$ cat src/rtl/rv32i_ctrl_pkg.sv
// Shared encodings for the multi-cycle RV32I control path: opcodes, FSM states,
// ALU/mux select codes and trap causes.
package rv32i_ctrl_pkg;

  localparam logic [6:0] OP_RTYPE  = 7'b0110011;
  localparam logic [6:0] OP_ITYPE  = 7'b0010011;
  localparam logic [6:0] OP_LOAD   = 7'b0000011;
  localparam logic [6:0] OP_STORE  = 7'b0100011;
  localparam logic [6:0] OP_BRANCH = 7'b1100011;
  localparam logic [6:0] OP_JAL    = 7'b1101111;
  localparam logic [6:0] OP_JALR   = 7'b1100111;
  localparam logic [6:0] OP_LUI    = 7'b0110111;
  localparam logic [6:0] OP_AUIPC  = 7'b0010111;

  typedef enum logic [3:0] {
    S_FETCH  = 4'd0,
    S_DECODE = 4'd1,
    S_EXEC_R = 4'd2,
    S_EXEC_I = 4'd3,
    S_LUI    = 4'd4,
    S_AUIPC  = 4'd5,
    S_WB_ALU = 4'd6,
    S_ADDR   = 4'd7,
    S_MEM_RD = 4'd8,
    S_WB_MEM = 4'd9,
    S_MEM_WR = 4'd10,
    S_BRANCH = 4'd11,
    S_JAL    = 4'd12,
    S_JALR   = 4'd13,
    S_TRAP   = 4'd14
  } state_t;

  localparam logic [1:0] ALU_ADD    = 2'b00;
  localparam logic [1:0] ALU_BRANCH = 2'b01;
  localparam logic [1:0] ALU_ITYPE  = 2'b10;
  localparam logic [1:0] ALU_RTYPE  = 2'b11;

  localparam logic [1:0] SRC_A_PC     = 2'b00;
  localparam logic [1:0] SRC_A_OLD_PC = 2'b01;
  localparam logic [1:0] SRC_A_RS1    = 2'b10;
  localparam logic [1:0] SRC_A_ZERO   = 2'b11;

  localparam logic [1:0] SRC_B_RS2  = 2'b00;
  localparam logic [1:0] SRC_B_IMM  = 2'b01;
  localparam logic [1:0] SRC_B_FOUR = 2'b10;

  localparam logic [1:0] WB_ALU_OUT = 2'b00;
  localparam logic [1:0] WB_MEM     = 2'b01;
  localparam logic [1:0] WB_PC      = 2'b10;

  localparam logic PC_SRC_ALU     = 1'b0;
  localparam logic PC_SRC_ALU_OUT = 1'b1;

  localparam logic [1:0] CAUSE_NONE    = 2'b00;
  localparam logic [1:0] CAUSE_ILLEGAL = 2'b01;
  localparam logic [1:0] CAUSE_TIMEOUT = 2'b10;

endpackage

$ cat src/rtl/mem_timeout_counter.sv
// Counts consecutive unanswered memory-request cycles within one state and
// flags the cycle in which the request has waited MEM_TIMEOUT cycles.
module mem_timeout_counter #(
  parameter int MEM_TIMEOUT = 16
) (
  input  logic clk,
  input  logic rst,
  input  logic active,
  input  logic ready,
  input  logic state_change,
  output logic expired
);

  localparam logic [7:0] LIMIT = 8'(MEM_TIMEOUT - 1);

  logic [7:0] count;

  always_ff @(posedge clk or posedge rst) begin
    if (rst) begin
      count <= 8'd0;
    end else if (state_change || !active) begin
      count <= 8'd0;
    end else if (!ready && count != 8'hff) begin
      count <= count + 8'd1;
    end
  end

  // A response arriving in the final allowed cycle still completes the access.
  assign expired = active && !ready && (count == LIMIT);

endmodule

$ cat src/rtl/multicycle_control_fsm.sv
// Main sequencer of the multi-cycle RV32I core: steps fetch/decode/execute/
// memory/writeback and halts on illegal opcodes or memory timeouts.
module multicycle_control_fsm #(
  parameter int MEM_TIMEOUT = 16
) (
  input  logic       clk,
  input  logic       rst,
  input  logic [6:0] opcode,
  input  logic       mem_ready,
  output logic       mem_req,
  output logic       mem_we,
  output logic       mem_addr_sel,
  output logic       ir_write,
  output logic       pc_write,
  output logic       pc_write_cond,
  output logic       pc_src,
  output logic       old_pc_write,
  output logic [1:0] alu_op,
  output logic [1:0] alu_src_a,
  output logic [1:0] alu_src_b,
  output logic       reg_write,
  output logic [1:0] wb_sel,
  output logic       retire,
  output logic       trap,
  output logic [1:0] trap_cause
);

  import rv32i_ctrl_pkg::*;

  // Handshake: mem_req stays high until the cycle mem_ready is seen; that
  // cycle completes the access and the FSM moves on at the next edge.

  state_t     state;
  state_t     state_next;
  logic [1:0] trap_cause_q;
  logic [1:0] cause_next;
  logic       expired;
  logic       state_change;

  mem_timeout_counter #(
    .MEM_TIMEOUT (MEM_TIMEOUT)
  ) u_timeout (
    .clk          (clk),
    .rst          (rst),
    .active       (mem_req),
    .ready        (mem_ready),
    .state_change (state_change),
    .expired      (expired)
  );

  always_comb begin
    state_next = state;
    cause_next = CAUSE_NONE;
    case (state)
      S_FETCH: begin
        if (mem_ready) begin
          state_next = S_DECODE;
        end else if (expired) begin
          state_next = S_TRAP;
          cause_next = CAUSE_TIMEOUT;
        end
      end
      S_DECODE: begin
        case (opcode)
          OP_RTYPE:           state_next = S_EXEC_R;
          OP_ITYPE:           state_next = S_EXEC_I;
          OP_LOAD, OP_STORE:  state_next = S_ADDR;
          OP_BRANCH:          state_next = S_BRANCH;
          OP_JAL:             state_next = S_JAL;
          OP_JALR:            state_next = S_JALR;
          OP_LUI:             state_next = S_LUI;
          OP_AUIPC:           state_next = S_AUIPC;
          default: begin
            state_next = S_TRAP;
            cause_next = CAUSE_ILLEGAL;
          end
        endcase
      end
      S_EXEC_R, S_EXEC_I, S_LUI, S_AUIPC: state_next = S_WB_ALU;
      S_ADDR:   state_next = (opcode == OP_LOAD) ? S_MEM_RD : S_MEM_WR;
      S_MEM_RD: begin
        if (mem_ready) begin
          state_next = S_WB_MEM;
        end else if (expired) begin
          state_next = S_TRAP;
          cause_next = CAUSE_TIMEOUT;
        end
      end
      S_MEM_WR: begin
        if (mem_ready) begin
          state_next = S_FETCH;
        end else if (expired) begin
          state_next = S_TRAP;
          cause_next = CAUSE_TIMEOUT;
        end
      end
      S_WB_ALU, S_WB_MEM, S_BRANCH, S_JAL, S_JALR: state_next = S_FETCH;
      S_TRAP:   state_next = S_TRAP;
      default:  state_next = S_FETCH;
    endcase
  end

  assign state_change = (state_next != state);

  always_ff @(posedge clk or posedge rst) begin
    if (rst) begin
      state        <= S_FETCH;
      trap_cause_q <= CAUSE_NONE;
    end else begin
      state <= state_next;
      if (state != S_TRAP && state_next == S_TRAP) begin
        trap_cause_q <= cause_next;
      end
    end
  end

  // Outputs decode the state; reset gates them so an in-flight write drops at once.
  always_comb begin
    mem_req       = 1'b0;
    mem_we        = 1'b0;
    mem_addr_sel  = 1'b0;
    ir_write      = 1'b0;
    pc_write      = 1'b0;
    pc_write_cond = 1'b0;
    pc_src        = PC_SRC_ALU;
    old_pc_write  = 1'b0;
    alu_op        = ALU_ADD;
    alu_src_a     = SRC_A_PC;
    alu_src_b     = SRC_B_RS2;
    reg_write     = 1'b0;
    wb_sel        = WB_ALU_OUT;
    retire        = 1'b0;
    trap          = 1'b0;
    trap_cause    = CAUSE_NONE;
    if (!rst) begin
      case (state)
        S_FETCH: begin
          mem_req      = 1'b1;
          old_pc_write = 1'b1;
          alu_src_a    = SRC_A_PC;
          alu_src_b    = SRC_B_FOUR;
          alu_op       = ALU_ADD;
          if (mem_ready) begin
            ir_write = 1'b1;
            pc_write = 1'b1;
            pc_src   = PC_SRC_ALU;
          end
        end
        S_DECODE: begin
          alu_src_a = SRC_A_OLD_PC;
          alu_src_b = SRC_B_IMM;
          alu_op    = ALU_ADD;
        end
        S_EXEC_R: begin
          alu_src_a = SRC_A_RS1;
          alu_src_b = SRC_B_RS2;
          alu_op    = ALU_RTYPE;
        end
        S_EXEC_I: begin
          alu_src_a = SRC_A_RS1;
          alu_src_b = SRC_B_IMM;
          alu_op    = ALU_ITYPE;
        end
        S_LUI: begin
          alu_src_a = SRC_A_ZERO;
          alu_src_b = SRC_B_IMM;
        end
        S_AUIPC: begin
          alu_src_a = SRC_A_OLD_PC;
          alu_src_b = SRC_B_IMM;
        end
        S_WB_ALU: begin
          reg_write = 1'b1;
          wb_sel    = WB_ALU_OUT;
          retire    = 1'b1;
        end
        S_ADDR: begin
          alu_src_a = SRC_A_RS1;
          alu_src_b = SRC_B_IMM;
        end
        S_MEM_RD: begin
          mem_req      = 1'b1;
          mem_addr_sel = 1'b1;
        end
        S_WB_MEM: begin
          reg_write = 1'b1;
          wb_sel    = WB_MEM;
          retire    = 1'b1;
        end
        S_MEM_WR: begin
          mem_req      = 1'b1;
          mem_we       = 1'b1;
          mem_addr_sel = 1'b1;
          retire       = mem_ready;
        end
        S_BRANCH: begin
          alu_src_a     = SRC_A_RS1;
          alu_src_b     = SRC_B_RS2;
          alu_op        = ALU_BRANCH;
          pc_write_cond = 1'b1;
          pc_src        = PC_SRC_ALU_OUT;
          retire        = 1'b1;
        end
        S_JAL: begin
          reg_write = 1'b1;
          wb_sel    = WB_PC;
          pc_write  = 1'b1;
          pc_src    = PC_SRC_ALU_OUT;
          retire    = 1'b1;
        end
        S_JALR: begin
          alu_src_a = SRC_A_RS1;
          alu_src_b = SRC_B_IMM;
          reg_write = 1'b1;
          wb_sel    = WB_PC;
          pc_write  = 1'b1;
          pc_src    = PC_SRC_ALU;
          retire    = 1'b1;
        end
        S_TRAP: begin
          trap       = 1'b1;
          trap_cause = trap_cause_q;
        end
        default: begin
          trap = 1'b0;
        end
      endcase
    end
  end

endmodule

$ cat config.mk
export PLATFORM = sky130hd
export DESIGN_NAME = multicycle_control_fsm
export DESIGN_NICKNAME = d
export VERILOG_FILES = /design/src/rtl/rv32i_ctrl_pkg.sv /design/src/rtl/mem_timeout_counter.sv /design/src/rtl/multicycle_control_fsm.sv
export SDC_FILE = /design/constraint.sdc
export NUM_CORES = 1
export LEC_CHECK = 0
export CELL_PAD_IN_SITES_DETAIL_PLACEMENT = 1
export CELL_PAD_IN_SITES_GLOBAL_PLACEMENT = 1
export CORE_MARGIN = 1.5
export CORE_UTILIZATION = 38
export CTS_BUF_LIST = sky130_fd_sc_hd__clkbuf_4
export DETAILED_ROUTE_END_ITERATION = 10
export PLACE_DENSITY_LB_ADDON = 0.1
export SYNTH_ARGS = -nofsm -noshare
export SYNTH_HDL_FRONTEND = slang
export SYNTH_HIERARCHICAL = 1
export SYNTH_SLANG_ARGS = --single-unit
export TNS_END_PERCENT = 1
$ cat constraint.sdc
create_clock -name clk -period 3.7 [get_ports clk]
set_clock_uncertainty 0.15 [all_clocks]
set_input_delay 0.555 -clock clk [delete_from_list [all_inputs] [get_ports clk]]
set_output_delay 0.555 -clock clk [all_outputs]
set_load 0.05 [all_outputs]
==> metrics.md, run 1 <==
| Metric | Value |
|---|---|
| Outcome | finished, final reports clean |
| Area grow syn2layout | 26.0% |
| Reg-to-reg endpoint | u_timeout/count[2]$_DFFE_PP0P_ |
| Critical path arrival | 2570 ps |
| Initial detailed-routing violation count | 74 |
| Vias in the first global route | approximately 1.5k |
| CTS clk-pin slew, worst paths | ~80 ps |
| Worst hold path cell count | 1 |
| RD Place Congestion | about 0.8 |
| Layout cell share with drive strength beyond 1 | 13.9% |
| Crit share post-route | just under 90% |
| Global Route Usage Sum | 22.5% |
| Final slew viol count | 0 |
| Setup-failing EPs final | 0 |
| Worst Setup End Kind | primary output |
| CTS tree | done |
| Pre-CTS WS | approximately 440 ps |
| FILL cells | 417 |
| Post-synth EDFFs | 0 |
| Setup bufs post-CTS | 0 |
| Die width | ~63 um |
| FF+latch count, synth | 14 |
| Final hold violation count | 0 |
| Die Height | roughly 63 um |
| Cells after Synth | ~170 |
| Worst slew margin relative to its limit | between 60% and 70% |
| Initial Util | 40.2% |
| Final hold slack | 384 ps |
| Post-synthesis area per instance | roughly 7.9 um2 |
| Yosys cell types | 58 |
| Ranking of synthesized cells by area | dfrtp_1, nand2_1, nand2b_1, mux2i_1, nor2_1 |
| R2R Setup Slk | between 700 and 800 ps |
| CP bufs+invs | 2 |
| Max-cap violations | 0 |
| Yosys warns | 6 |
| Pwr dens | 661 nW/um2 |
| Dpl hpwl | approximately 3300 um |
| Ys flop type | dfrtp_1 |
| WP data required | about 3000 ps |
| Peak supply drop | 0.000448 V |
| Worst path max stage delay | a little under 900 ps |
| Rows | 21 |
| Total placed cells including tap cells | 244 |
| Core area | ~3400 um2 |
| Hold buffers post-CTS | 0 |
| # DRC | 0 |
| Setup_tns | 0 ps |
| Leakage | approximately 0.71 nW |
| Total power | approximately 1.1 mW |
| Fmax | 305 MHz |
| IO buf count | 30 |
| Total routed wirelength | between 4000 and 5000 um |
| Post-route ant nets | 0 |
| Worst-Margin Slew | 515 ps |
| Post-Syn Nets | 184 |
| Clk buf depth | 2 |
| Worst Hold End | u_timeout/count[4]$_DFFE_PP0P_ |
| Total congestion overflow | 0 |
| FF-to-FF Start | state[2]$_DFF_PP0_ |
| Leading cell type in the layout, fill and taps excluded | clkdlybuf4s50_1 |
| Comb pwr share | about 74% |
| Register-to-Register Path Depth | 12 |
| Antenna violations before repair | 0 |
| Routed wire per std cell | approximately 17 um |
| Design Area, Final | approximately 1700 um2 |
| Slowest CP cell | clkdlybuf4s50_1 |
| Hold/Removal Path Class | flip-flop to flip-flop |
| Ports | 31 |
| Reg power frac | a little under a fifth |
| Net Sw Frac | 54.4% |
| Diode count | 0 |
| Synth top area share | between 20% and 30% |
| Worst-path cell chain | buf_4 -> a21oi_1 -> nor2_1 -> nor4_1 -> clkdlybuf4s50_1 |
| Routed via count | roughly 1.4k |
| Htree depth | 1 |
| Worst Path Class, Setup | flip-flop to primary output |
| Clk_lat worst skew | between 200 and 300 ps |
| Largest area contributor in the netlist | dfrtp_1 |
| Commonest cells after routing, fill and taps aside | clkdlybuf4s50_1, nand2_1, dfrtp_1, nor2_1, buf_4 |
| Util after Layout | 50.6% |
| DR vias/cell | about 5.8 |
| RSZ-0062 raised after global routing | no |
| Seq/Total Area, Yosys | approximately a quarter |
| Setup ws final | about 420 ps |
| Multi-input logic area | between 800 and 900 um2 |
| Root buf cell | clkbuf_4 |
| Worst Setup Start Kind | flip-flop |
| Die ar. | approximately 4000 um2 |
| Async set-or-reset flop fraction in the synthesized netlist | 100% |
| FF/Latch Area | roughly 350 um2 |
| Worst-path maximum fanout | 12 |
| Post_cts resized | 0 |
| Clock Sinks | 14 |
| TritonRoute pass-1 iters | 4 |
| Largest net degree at the start of global routing | 22 |
| CP delay by family, top | buffers and inverters |
| First-pass GRT wire length | between 7000 and 8000 um |
| Worst Hold Launch | u_timeout/count[4]$_DFFE_PP0P_ |
| CTS buffer count | 3 |
| DP Area | between 1500 and 2000 um2 |
| Layout net count | between 200 and 250 |
| Post-Layout Cell Count | about 250 |
| Fin crit period | 3280 ps |
| Mapped Area | 1360 um2 |
| P_int | around 0.52 mW |
| Clock network power share | approximately 7.4% |
| P_sw | 0.617 mW |
power groups by stage:
stage	Combinational (mW)	Sequential [mW]	Clock, mW
global route	0.895	0.221	0.0959
global placement	0.807	0.218	0
finish	0.833	0.216	0.0840
floorplan	0.635	0.193	0
CTS	0.830	0.216	0.0895
detailed placement	0.827	0.219	0
sequential cells by signal, summed over array words and instances, names as in the netlist:
register	flops
state	4
trap_cause_q	2
u_timeout/count	8
cell type report:
cell class              count  area share, %
inverters                  12           2.63
clock buffers               3           1.31
repair buffers             38           20.3
multi-input cells         134           52.0
well taps                  46           3.36
flip-flops and latches     14           20.4
worst max-delay path by stage:
stage	slack, ps	start	to	depth (start not counted)
detailed placement	440	rst	pc_write	6
global placement	470	rst	pc_write	6
floorplan	250	state[1]$_DFF_PP0_	pc_write	7
global route	300	state[1]$_DFF_PP0_	alu_src_a[1]	5
finish	420	state[1]$_DFF_PP0_	alu_src_a[1]	5
CTS	430	state[1]$_DFF_PP0_	alu_src_a[1]	5
cells by family after synthesis:
kind of cell / share of synthesized area, %
and+or+nand+nor: 34.7
AOI/OAI and AO/OA: 21.0
buffers and inverters: 9.19
DFF: 25.7
muxes: 6.43
xor gates and xnor gates: 1.29
adders and majority gates: 1.65
metal layers:
metal  GRT usage (%)  share of wire (%)
met1            33.2                 48
met2            35.2                 46
met3            4.68                6.0
met4            1.67               0.29
met5               0                  0
Yosys cell counts, types with 3 or more instances:
library cell,n
mux2i_1,5
clkbuf_1,3
a21oi_1,7
nor3_1,4
o21ai_0,7
dfrtp_1,14
nand2_1,16
a211oi_1,3
o22ai_1,3
and3_1,5
nor2_1,13
nand4_1,3
a31oi_1,3
nand2b_1,9
buf_4,3
nor2b_1,5
inv_1,11
buf_2,3
nor4_1,6
nor4b_1,3
Note: power is estimated with default switching activity, not from simulation.
==> run 2, diff against run 1 <==
Settings changed: CTS_CLUSTER_SIZE from default to 24.
==> results of run 2 <==
Same layout as run 1: the final DEF is identical, and so are final timing and power.
==> run 3, diff against run 2 <==
Settings changed: PLACE_DENSITY from default to 0.85, PLACE_DENSITY_LB_ADDON 0.1 to default.
==> run 3 against run 2 <==
Net effect: cell area grew 0.22%; count of clock-buffer cells in the layout is the same; via count grew 2.2%.
==> metrics.md, run 3 (same netlist as run 1, synthesis figures left out) <==
| Metric | Value |
|---|---|
| Outcome | finished, final reports clean |
| Ports | 31 |
| Worst Setup End Kind | primary output |
| CTS tree | done |
| Post-route ant nets | 0 |
| Clock Sinks | 14 |
| Total routed wirelength | around 4400 um |
| Setup_tns | 0 ps |
| Die Height | approximately 63 um |
| IO buf count | 30 |
| Worst Path Class, Setup | input pin to primary output |
| Routed via count | 1470 |
| Final hold violation count | 0 |
| RSZ-0062 raised after global routing | no |
| Peak supply drop | approximately 0.0004 V |
| Routed wire per std cell | ~18 um |
| Worst-path maximum fanout | 9 |
| Reg with most FFs | u_timeout/count |
| M2 GR Usage | a little under half |
| CP Launch Point | rst |
| Worst-path cell chain | clkdlybuf4s50_1 -> buf_4 -> nor4_2 -> and2_1 -> or2_2 -> clkdlybuf4s50_1 |
| Total congestion overflow | 0 |
| Met3 Track Usage GR | 2.88% |
| Largest net degree at the start of global routing | 22 |
| Leading cell type in the layout, fill and taps excluded | clkdlybuf4s50_1 |
| Fin crit period | approximately 3300 ps |
| Area grow syn2layout | 26.3% |
| Max-cap violations | 0 |
| Antenna violations before repair | 0 |
| Root buf cell | clkbuf_4 |
| Die width | 62.9 um |
| First-pass GRT wire length | ~7600 um |
| Worst slew margin relative to its limit | 65.8% |
| Setup-failing EPs final | 0 |
| Hold buffers post-CTS | 0 |
| Final slew viol count | 0 |
| Core area | about 3400 um2 |
| Clk_lat worst skew | roughly 290 ps |
| Busiest grt layer | met2 |
| DP Area | between 1500 and 2000 um2 |
| # DRC | 0 |
| Cell repeated most along the worst path | clkdlybuf4s50_1 |
| Post_cts resized | 0 |
| Worst Setup Start Kind | input pin |
| Design Area, Final | between 1500 and 2000 um2 |
| Commonest cells after routing, fill and taps aside | clkdlybuf4s50_1, nand2_1, dfrtp_1, nor2_1, buf_4 |
| Critical path arrival | 2550 ps |
| Setup bufs post-CTS | 0 |
| Dpl hpwl | 3530 um |
| Top flop regs | u_timeout/count: 8 flops, state: 4 flops, trap_cause_q: 2 flops |
| Diode count | 0 |
| Layout net count | between 200 and 250 |
| Worst-Margin Slew | between 500 and 600 ps |
| Hold/Removal Path Class | flip-flop to flip-flop |
| Initial detailed-routing violation count | 73 |
| CTS clk-pin slew, worst paths | approximately 90 ps |
| Fmax | approximately 300 MHz |
| Htree depth | 1 |
| Flip-flop count of the largest register after layout | 8 |
| Pwr dens | approximately 670 nW/um2 |
| Layout cell share with drive strength beyond 1 | about 14% |
| Crit share post-route | about nine tenths |
| Final hold slack | between 300 and 400 ps |
| WP data required | approximately 3000 ps |
| TritonRoute pass-1 iters | 4 |
| Slowest CP cell | clkdlybuf4s50_1 |
| FF-to-FF Start | state[2]$_DFF_PP0_ |
| Clk buf depth | 2 |
| CTS buffer count | 3 |
| Worst Hold Launch | trap_cause_q[0]$_DFFE_PP0P_ |
| Die ar. | 3950 um2 |
| RD Place Congestion | about 0.93 |
| Worst path max stage delay | a little under 800 ps |
| Vias in the first global route | 1610 |
| Global Route Usage Sum | between 20 and 25% |
| Rows | 21 |
| Met1 usage | 26.5% |
| Leakage | 0.715 nW |
| DR vias/cell | ~6 |
| Initial Util | 40.2% |
==> run 3: changes by cell type in the layout (fill, tap and decap cells not counted) <==
| cell | delta |
|---|---|
| clkinv_1 | +1 |
==> run 3: worst paths after layout <==
path                            slack [ps]  depth (start not counted)                             end
worst min-delay path                   380                          1     trap_cause_q[0]$_DFFE_PP0P_
min in group asynchronous              430                          3              state[1]$_DFF_PP0_
max in group asynchronous             2570                          3  u_timeout/count[5]$_DFFE_PP0P_
worst max register to register         550                         12  u_timeout/count[4]$_DFFE_PP0P_
worst max-delay path                   440                          6                        pc_write
worst min register to register         380                          1     trap_cause_q[0]$_DFFE_PP0P_
==> run 3: metal layers <==
metal,vias up,part of all wire (%)
li1,694,-
met1,715,41
met2,50,53
met3,11,3.2
met4,0,2.8
met5,-,0
==> run 3: cell type report <==
type / instances / area [um2]
Clock buffer: 3 / 22.5
Clock inverter: 1 / 3.75
Fill cell: 423 / 1670
Inverter: 12 / 45.0
Multi-Input combinational cell: 134 / 892
Sequential cell: 14 / 350
Tap cell: 46 / 57.6
Timing Repair Buffer: 38 / 348
==> run 3: where the power goes <==
group / switching (mW) / leakage (nW) / internal [mW] / total (mW)
logic: 0.543 / 0.515 / 0.302 / 0.845
registers: 0.0323 / 0.185 / 0.178 / 0.210
clock network: 0.0535 / 0.0154 / 0.0392 / 0.0928
total: 0.629 / 0.715 / 0.519 / 1.15
==> run 3: critical path: cells and delay by family <==
family	cells	cell delay (ps)
buf+inv	3	1390
simple gates	3	610
==> run 3: through the flow <==
stage / setup slack, ps / util (%) / cells / power (mW)
6_report: 442 / 50.7 / 248 / 1.15
5_1_grt: 327 / 50.7 / 248 / 1.23
4_1_cts: 434 / 50.7 / 248 / 1.15
3_5_place_dp: 265 / 49.9 / 244 / 1.05
3_3_place_gp: 464 / 49.9 / 244 / 1.02
2_1_floorplan: 246 / - / 173 / 0.828
